## src/rtl/gray_pkg.sv

```systemverilog
// Shared definitions for the gray-code counter step arbiter: FSM encoding and default widths.
package gray_pkg;

  localparam int GRAY_W = 3;
  localparam int LEN_W  = 4;

  typedef enum logic [1:0] {
    ST_IDLE  = 2'd0,
    ST_BURST = 2'd1,
    ST_DONE  = 2'd2
  } state_t;

endpackage

```

## src/rtl/gray_step_arbiter_rr_pick.sv

```systemverilog
// Combinational round-robin selector: first set req bit at or after ptr, wrapping modulo NREQ.
module rr_pick #(
  parameter int NREQ = 3,
  localparam int IDX_W = $clog2(NREQ)
) (
  input  logic [NREQ-1:0]  req,
  input  logic [IDX_W-1:0] ptr,
  output logic [IDX_W-1:0] idx,
  output logic             valid
);

  int c;

  always_comb begin
    idx   = '0;
    valid = 1'b0;
    c     = 0;
    for (int i = 0; i < NREQ; i++) begin
      c = (int'(ptr) + i) % NREQ;
      if (!valid && req[c]) begin
        valid = 1'b1;
        idx   = c[IDX_W-1:0];
      end
    end
  end

endmodule

```

## src/rtl/gray_step_arbiter.sv

```systemverilog
// Round-robin owner of a shared gray counter: grants bursts of N enable steps and counts overflow wraps.
// Optional: GRAY_STEP_ARBITER_WRAP_STOP_EN ends a burst on the first overflow edge.
module gray_step_arbiter #(
  parameter int NREQ  = 3,
  parameter int LEN_W = gray_pkg::LEN_W,
  localparam int IDX_W = $clog2(NREQ)
) (
  input  logic                  Clk,
  input  logic                  Reset,
  input  logic [NREQ-1:0]       req,
  input  logic [NREQ*LEN_W-1:0] req_len,
  input  logic                  hold,
  input  logic                  ovf_in,
  output logic                  cnt_en,
  output logic [NREQ-1:0]       gnt,
  output logic                  busy,
  output logic                  done,
  output logic [IDX_W-1:0]      done_id,
  output logic [LEN_W-1:0]      wrap_cnt,
  output logic [1:0]            dbg_state
);
  import gray_pkg::*;

  state_t             state;
  logic [IDX_W-1:0]   ptr, winner, done_id_q, pick_idx;
  logic [LEN_W-1:0]   remain, wrap_q, wrap_hold, wrap_final, pick_len;
  logic               ovf_prev, rise, pick_valid;

  rr_pick #(.NREQ(NREQ)) u_pick (
    .req   (req),
    .ptr   (ptr),
    .idx   (pick_idx),
    .valid (pick_valid)
  );

  assign pick_len   = req_len[int'(pick_idx)*LEN_W +: LEN_W];
  assign rise       = ovf_in & ~ovf_prev;
  // Saturating count; includes an edge arriving in the current cycle so DONE can report it.
  assign wrap_final = (rise && (wrap_q != '1)) ? wrap_q + 1'b1 : wrap_q;

  assign cnt_en    = (state == ST_BURST) && !hold;
  assign busy      = (state != ST_IDLE);
  assign done      = (state == ST_DONE);
  assign done_id   = done ? winner : done_id_q;
  assign wrap_cnt  = done ? wrap_final : wrap_hold;
  assign dbg_state = state;

  always_comb begin
    gnt = '0;
    if (state == ST_BURST) gnt[winner] = 1'b1;
  end

  always_ff @(posedge Clk) begin
    if (Reset) begin
      state     <= ST_IDLE;
      ptr       <= '0;
      winner    <= '0;
      remain    <= '0;
      wrap_q    <= '0;
      wrap_hold <= '0;
      done_id_q <= '0;
      ovf_prev  <= 1'b0;
    end else begin
      ovf_prev <= ovf_in;
      case (state)
        ST_IDLE: begin
          if (pick_valid) begin
            winner <= pick_idx;
            remain <= pick_len;
            wrap_q <= '0;
            state  <= (pick_len != '0) ? ST_BURST : ST_DONE;
          end
        end
        ST_BURST: begin
          wrap_q <= wrap_final;
          if (cnt_en) remain <= remain - 1'b1;
          if (cnt_en && (remain == LEN_W'(1))) state <= ST_DONE;
`ifdef GRAY_STEP_ARBITER_WRAP_STOP_EN
          if (rise) state <= ST_DONE;
`endif
        end
        ST_DONE: begin
          done_id_q <= winner;
          wrap_hold <= wrap_final;
          ptr       <= (winner == IDX_W'(NREQ-1)) ? '0 : winner + 1'b1;
          state     <= ST_IDLE;
        end
        default: state <= ST_IDLE;
      endcase
    end
  end

endmodule

```

## config.mk

```make
export PLATFORM = sky130hd
export DESIGN_NAME = gray_step_arbiter
export DESIGN_NICKNAME = d
export VERILOG_FILES = /design/src/rtl/gray_pkg.sv /design/src/rtl/gray_step_arbiter_rr_pick.sv /design/src/rtl/gray_step_arbiter.sv
export SDC_FILE = /design/constraint.sdc
export NUM_CORES = 1
export LEC_CHECK = 0
export ABC_AREA = 1
export ABC_CLOCK_PERIOD_IN_PS = 5900
export CAP_MARGIN = 15
export CORE_AREA = 10 10 53 71
export DETAILED_ROUTE_END_ITERATION = 8
export DIE_AREA = 0 0 63 81
export DONT_BUFFER_PORTS = 1
export PLACE_DENSITY = 0.73
export SYNTH_ARGS = -nofsm -noshare
export SYNTH_HDL_FRONTEND = slang
export SYNTH_HIERARCHICAL = 1
export SYNTH_SLANG_ARGS = --single-unit
export TNS_END_PERCENT = 50
```

## constraint.sdc

```tcl
create_clock -name Clk -period 5.9 [get_ports Clk]
set_input_delay 0.295 -clock Clk [delete_from_list [all_inputs] [get_ports Clk]]
set_output_delay 0.295 -clock Clk [all_outputs]
set_load 0.01 [all_outputs]
```

# After elaboration in Yosys (flattened, before gate mapping)
# Index checks and enable logic that the tools add are counted.
[word_totals] regBits=21 inputBits=19 out_inout_bits=14 wordCells=80
[op_classes] n_addsub=5 div=3 order_cmp=5 eq_ne=8 shift=1 muxes=31 n_bitwise=2 n_reduce_logical=17
[ops] op="less-than comparator 32 x 4 -> 1 bit (second input constant)" count=3
[ops] op="modulo 32 x 3 -> 32 bit (second input constant)" count=2
[ops] op="modulo 3 x 3 -> 32 bit (second input constant)" count=1
[ops] op="2-to-1 mux 4 bit" count=5
[ops] op="2-to-1 mux 2 bit" count=8
[ops] op="one-hot mux 4 bit (2 select lines)" count=2
[ops] op="variable part select 12 x 5 -> 4 bit" count=1
[ops] op="2-to-1 mux 1 bit" count=10
[ops] op="binary-select mux 1 bit (select 2 bit)" count=3
[ops] op="logical AND 1 bit" count=6
[ops] op="AND reduction 2 bit" count=3
[ops] op="adder 4 x 1 -> 4 bit (second input constant)" count=1
[ops] op="equality test 2 bit (second input constant)" count=2
[ops] op="equality test 4 x 1 -> 1 bit (second input constant)" count=1
[ops] op="!= test 2 bit (second input constant)" count=2
[ops] op="!= test 4 bit (second input constant)" count=1
[ops] op="one-hot mux 2 bit (2 select lines)" count=1
[ops] op="nonzero test 2 bit" count=2
[ops] op="nonzero test 4 bit" count=1
[ops] op="subtractor 4 x 1 -> 4 bit (second input constant)" count=1
[ops] op="adder 2 x 1 -> 3 bit (second input constant)" count=1
[ops] op="adder 2 x 2 -> 3 bit (second input constant)" count=1
[ops] op="zero test 1 bit" count=3
[ops] op="less-than comparator 2 x 3 -> 1 bit (second input constant)" count=1
[ops] op="other kinds (10)" count=10

# Longest topological paths before layout
[depth] word_depth=16 mapped_depth=18 mapped_depth_nobuf=18

# Cells and area by module
# Netlist, hierarchy kept.
[modules_own_cells] module="gray_step_arbiter" instances=1 cells_each=173 area_per_inst_um2=1194.9 seq_area_each_um2=420.4
[modules_own_cells] module="rr_pick" instances=1 cells_each=51 area_per_inst_um2=240.2 seq_area_each_um2=0.0

# Worst setup path after synthesis
# No wires, ideal clock.
[synth_timing] path_kind="reg2reg" start="reg ptr[0]" end="reg state[0] (netlist: dbg_state[0])" setup_ns=0.116 arrival_ns=1.849 required_time_ns=5.784 slack_ns=3.935 path_stages_with_launch=19 n_path_buf=0 synth_period_minus_slack_ns=1.965 path_cell_list="dfxtp_1 > inv_1 > ha_1 > inv_2 > nand2_1 > nand3_1 > nand2_1 > nand2_1 > inv_1 > nand3_1 > nand2_1 > inv_1 > nand2_1 > nand3_1 > nand2_1 > nor2_1 > nand2_1 > nand2_1 > a21oi_1"
[synth_via] elab_chain_len=16 word_cells_on_any_way=31 classes_between="2 x add/sub; 3 x div; 1 x eq/ne; 1 x shift; 18 x mux; 6 x reduce/logical"
[synth_lines] item="start, declared" line="gray_step_arbiter.sv:25" source="logic [IDX_W-1:0] ptr, winner, done_id_q, pick_idx;"
[synth_lines] item="start signal, assigned" line="gray_step_arbiter.sv:85" source="ptr <= (winner == IDX_W'(NREQ-1)) ? '0 : winner + 1'b1;"
[synth_lines] item="branches (longest 10 deep; another with modulo 32 x 3 -> 32 bit)"
[synth_lines] item="2-to-1 mux 2 bit (*)" line="gray_step_arbiter_rr_pick.sv:20" source="if (!valid && req[c]) begin"
[synth_lines] item="via pick_idx[0]" line="gray_step_arbiter.sv:25"
[synth_lines] item="variable part select 12 x 5 -> 4 bit (*)" line="gray_step_arbiter.sv:36" source="assign pick_len = req_len[int'(pick_idx)*LEN_W +: LEN_W];"
[synth_lines] item="nonzero test 4 bit (*)" line="gray_step_arbiter.sv:71" source="state <= (pick_len != '0) ? ST_BURST : ST_DONE;"
[synth_lines] item="2-to-1 mux 2 bit (*)" line="gray_step_arbiter.sv:71"
[synth_lines] item="2-to-1 mux 2 bit (*)" line="gray_step_arbiter.sv:67" source="if (pick_valid) begin"
[synth_lines] item="one-hot mux 2 bit (2 select lines) (*)" line="gray_step_arbiter.sv:65" source="case (state)"
[synth_lines] item="end signal, assigned" line="gray_step_arbiter.sv:71"
[synth_lines] item="end, declared" line="gray_step_arbiter.sv:24" source="state_t state;"
# Mark *: on every way through the listed nets, which the timed path passes. The select of a mux whose other input is x is not followed.
# A chain may end at the register's enable or synchronous reset.

# Final worst setup path
# Ends and elaborated chain as after synthesis.

==> summary.txt <==
Outcome
  – Status: finished clean

Cells and area
  – Area of all placed cells without fillers: about 0.0015 mm2
  – Number of fillers in the final layout: roughly 270
  – Net count, final: about 250
  – Fraction of layout instances using a drive strength above 1: 0.09778
  – Leading cell type in the layout, fill and taps excluded: sky130_fd_sc_hd__nand2_1
  – Synthesis-to-layout area growth: 3.226%
  – Commonest cells after routing, fill and taps aside: sky130_fd_sc_hd__nand2_1, sky130_fd_sc_hd__inv_1, sky130_fd_sc_hd__nand3_1, sky130_fd_sc_hd__dfxtp_1
  – Number of inserted diodes: 0

Floorplanning
  – Floorplan die width: 63 um
  – I/O pins: 33
  – Die Span Y: just over 80 um
  – Area of the core: roughly 0.0026 mm2
  – Die ar.: between 0.005 and 0.006 mm2
  – Std-Cell Rows: 22
  – Initial Util: 0.5606

Synth
  – Main area contributors after synthesis: sky130_fd_sc_hd__dfxtp_1, sky130_fd_sc_hd__nand2_1, sky130_fd_sc_hd__inv_1
  – Number of standard cells after synthesis: between 200 and 250
  – Distinct cell type count after synthesis: 27
  – Post-Syn Nets: roughly 250
  – Mapped cell area: between 0.001 and 0.0015 mm2
  – Area share of the largest cell type after synthesis: 0.2929
  – Number of synthesized register bits: 21
  – Sequential element share of the synthesized area: 0.2929
  – Mean instance size in the synthesized netlist: ~6.4 um2
  – Cell taking the most area after synthesis: sky130_fd_sc_hd__dfxtp_1
  – Synth warnings: 6

GRT
  – Aggregate global-route resource usage: 0.1267
  – Largest net degree at the start of global routing: 15
  – Number of antenna violations at the first check in global routing: 0
  – Wire length of the first global-routing pass: around 5.5 mm
  – Via count of the first global-routing pass: ~1300
  – Overall overflow remaining after global route: 0

Power
  – Worst VDD drop: between 0.2 and 0.25 mV
  – Switching fraction of total power: 0.5064
  – Relative contribution of sequential cells to total power: 0.306
  – Combinational fraction of design power: 0.595
  – Clock network fraction of design power: 0.099
  – Cell leakage power: about 0.78 nW
  – Internal power: between 0.0003 and 0.0004 W
  – Sw Pwr: 0.0003518 W
  – Power Density: between 400 and 500 mW/mm2

Clocking
  – Cell at the root of the clock tree: sky130_fd_sc_hd__clkbuf_4
  – TritonCTS clock tree: done
  – Clock buffers created by TritonCTS: 3
  – Total setup buffers inserted after CTS: 0
  – Insertion delay to the later sink of the worst-skew pair: approximately 0.3 ns
  – Number of sinks handled by clock tree synthesis: 21
  – Number of resized instances in the post-cts repair step: 0
  – Number of buffers between clock root and the deepest sink: 2
  – Worst-path clk slew: 0.12 ns
  – H-tree levels: 1
  – Number of buffers inserted for hold repair after clock tree synthesis: 0

Routing
  – Total number of vias: 1322
  – ANT nets after route: 0
  – Vias per cell: 5.065
  – Detail-routed net length per standard cell: 11.80 um
  – Detailed-routing iteration count for the pre-antenna-repair pass: 4
  – Drt total wl: a little over 3 mm
  – DRC violation count after routing: 0
  – DR iter-0 viols: 26

Timing
  – Setup TNS Final: 0 ns
  – Final worst-path cycle share: 0.3809
  – Maximum clock rate: 445.0 MHz
  – Number of failing hold endpoints at the final stage: 0
  – Slew of the pin with the lowest slew margin: around 0.37 ns
  – Worst-case headroom to the max-slew limit: 0.7543
  – Endpoints failing setup: 0
  – Skew final: 0.005149 ns
  – RSZ-0062 raised after global routing: false
  – Final Max Tran Viols: 0
  – Final min period: 2.247 ns
  – Worst Slack Setup Final: between 3 and 4 ns

Worst setup path
  – Start-to-end type of the worst setup path: register to register
  – CP Capture Type: register
  – Startpoint class of the critical path: register
  – Data arrival time of the critical path: between 2 and 2.5 ns
  – Highest fanout seen on the critical path: 8
  – Worst Path Required: just over 6 ns

Run
  – Max capacitance violation total: 0

Placed design
  – Placed cell area: ~0.0015 mm2
  – Number of buffers added on ports: 0
  – Placer's final routability congestion estimate: 0.7604
  – Placed wire-length estimate: ~2.5 mm
  – Setup WS pre-CTS: 3.700 ns

Hold path
  – HP Class: primary input to register
## worst paths after layout
check                 start            to  slack, ns  cells past startpoint
hold reg to reg   remain[2]     remain[2]       0.47                      2
setup / recovery     ptr[0]  dbg_state[0]       3.65                     17
hold / removal        Reset     wrap_q[0]       0.04                      1
setup reg to reg     ptr[0]  dbg_state[0]       3.65                     17
## worst max-delay path: stages, from the launching register on
cell and delay [ns]:
sky130_fd_sc_hd__dfxtp_1 0.40, sky130_fd_sc_hd__inv_1 0.06, sky130_fd_sc_hd__ha_1 0.24, sky130_fd_sc_hd__inv_1 0.17, sky130_fd_sc_hd__nand2_1 0.08, sky130_fd_sc_hd__inv_1 0.09, sky130_fd_sc_hd__nor2_1 0.04, sky130_fd_sc_hd__a21oi_1 0.16
sky130_fd_sc_hd__nand3_1 0.10, sky130_fd_sc_hd__nand2_1 0.16, sky130_fd_sc_hd__inv_1 0.15, sky130_fd_sc_hd__nand2_1 0.09, sky130_fd_sc_hd__nand3_1 0.06, sky130_fd_sc_hd__nand2_1 0.10, sky130_fd_sc_hd__nor2_1 0.05, sky130_fd_sc_hd__nand2_1 0.08
sky130_fd_sc_hd__nand2_1 0.05, sky130_fd_sc_hd__a21oi_1 0.10
## metrics by stage
step | instances | total power, W | hold WS (ns) | utilization
CTS | 261 | 0.0007025 | 0.03177 | 0.5787
finish | 261 | 0.0006946 | 0.04232 | 0.5787
global placement | 257 | 0.0006309 | 0.3661 | 0.5679
floorplan | 224 | 0.0005658 | 0.3641 | -
global route | 261 | 0.0007789 | 0.02162 | 0.5787
detailed placement | 257 | 0.0006324 | 0.3679 | 0.5679
## synth_stat cells
| cell type | count |
|---|---|
| sky130_fd_sc_hd__clkbuf_1 | 1 |
| sky130_fd_sc_hd__dfxtp_1 | 21 |
| sky130_fd_sc_hd__o21ai_0 | 13 |
| sky130_fd_sc_hd__buf_6 | 2 |
| sky130_fd_sc_hd__ha_1 | 6 |
| sky130_fd_sc_hd__o21ai_4 | 1 |
| sky130_fd_sc_hd__a31oi_1 | 4 |
| sky130_fd_sc_hd__nand2_1 | 61 |
| sky130_fd_sc_hd__nor2_1 | 13 |
| sky130_fd_sc_hd__nor3_1 | 3 |
| sky130_fd_sc_hd__inv_1 | 35 |
| sky130_fd_sc_hd__nand4_1 | 1 |
| sky130_fd_sc_hd__or2_2 | 6 |
| sky130_fd_sc_hd__a21oi_1 | 12 |
| sky130_fd_sc_hd__nand2_2 | 1 |
| sky130_fd_sc_hd__xor2_1 | 2 |
| sky130_fd_sc_hd__inv_4 | 1 |
| sky130_fd_sc_hd__o21ai_1 | 3 |
| sky130_fd_sc_hd__nor2_8 | 1 |
| sky130_fd_sc_hd__nand3_1 | 24 |
| sky130_fd_sc_hd__nand3_4 | 1 |
| sky130_fd_sc_hd__nor2_4 | 1 |
| sky130_fd_sc_hd__o211a_1 | 2 |
| sky130_fd_sc_hd__xnor2_1 | 1 |
| sky130_fd_sc_hd__or2_1 | 1 |
| sky130_fd_sc_hd__inv_2 | 6 |
| sky130_fd_sc_hd__a21o_1 | 1 |
## flip-flops by register name (all words and copies together) (netlist names)
signal     count
wrap_hold      4
ovf_prev       1
dbg_state      2
remain         4
wrap_q         4
ptr            2
done_id_q      2
winner         2
## power by group through the flow
stage          Sequential [W]  Combinational (W)  Clock [W]
2_1_floorplan        0.000208           0.000358          0
3_5_place_dp         0.000216           0.000416          0
6_report             0.000212           0.000413  0.0000691
3_3_place_gp         0.000215           0.000415          0
4_1_cts              0.000213           0.000418  0.0000713
5_1_grt              0.000220           0.000483  0.0000756
## metal layers
layer,GRT usage,vias up,share of wire
met2,0.2251,26,0.50
met4,0.05381,0,0.011
met3,0.02204,2,0.048
met1,0.1467,579,0.45
met5,0,-,0
li1,-,715,-
## kinds of logic (layout without fill, tap and decap cells)
logic type | Yosys count | in the layout | share of synthesized area
flip-flops | 21 | 21 | 0.2929
buffers and inverters | 45 | 46 | 0.1299
AO/OA/AOI/OAI | 36 | 36 | 0.1456
AND/OR/NAND/NOR | 113 | 113 | 0.3610
adder cells (fa/ha/maj) | 6 | 6 | 0.05231
XOR/XNOR | 3 | 3 | 0.01831
## layout make-up
type,count,area [um2],share of cell area
multi-input combinational,158,828.3,0.5591
sequential,21,420.4,0.2838
inverter,42,160.2,0.1081
tap,36,45.04,0.03041
clock buffer,3,22.52,0.01520
clock inverter,1,5.005,0.003378
No activity file was read; power rests on OpenSTA's default activity.
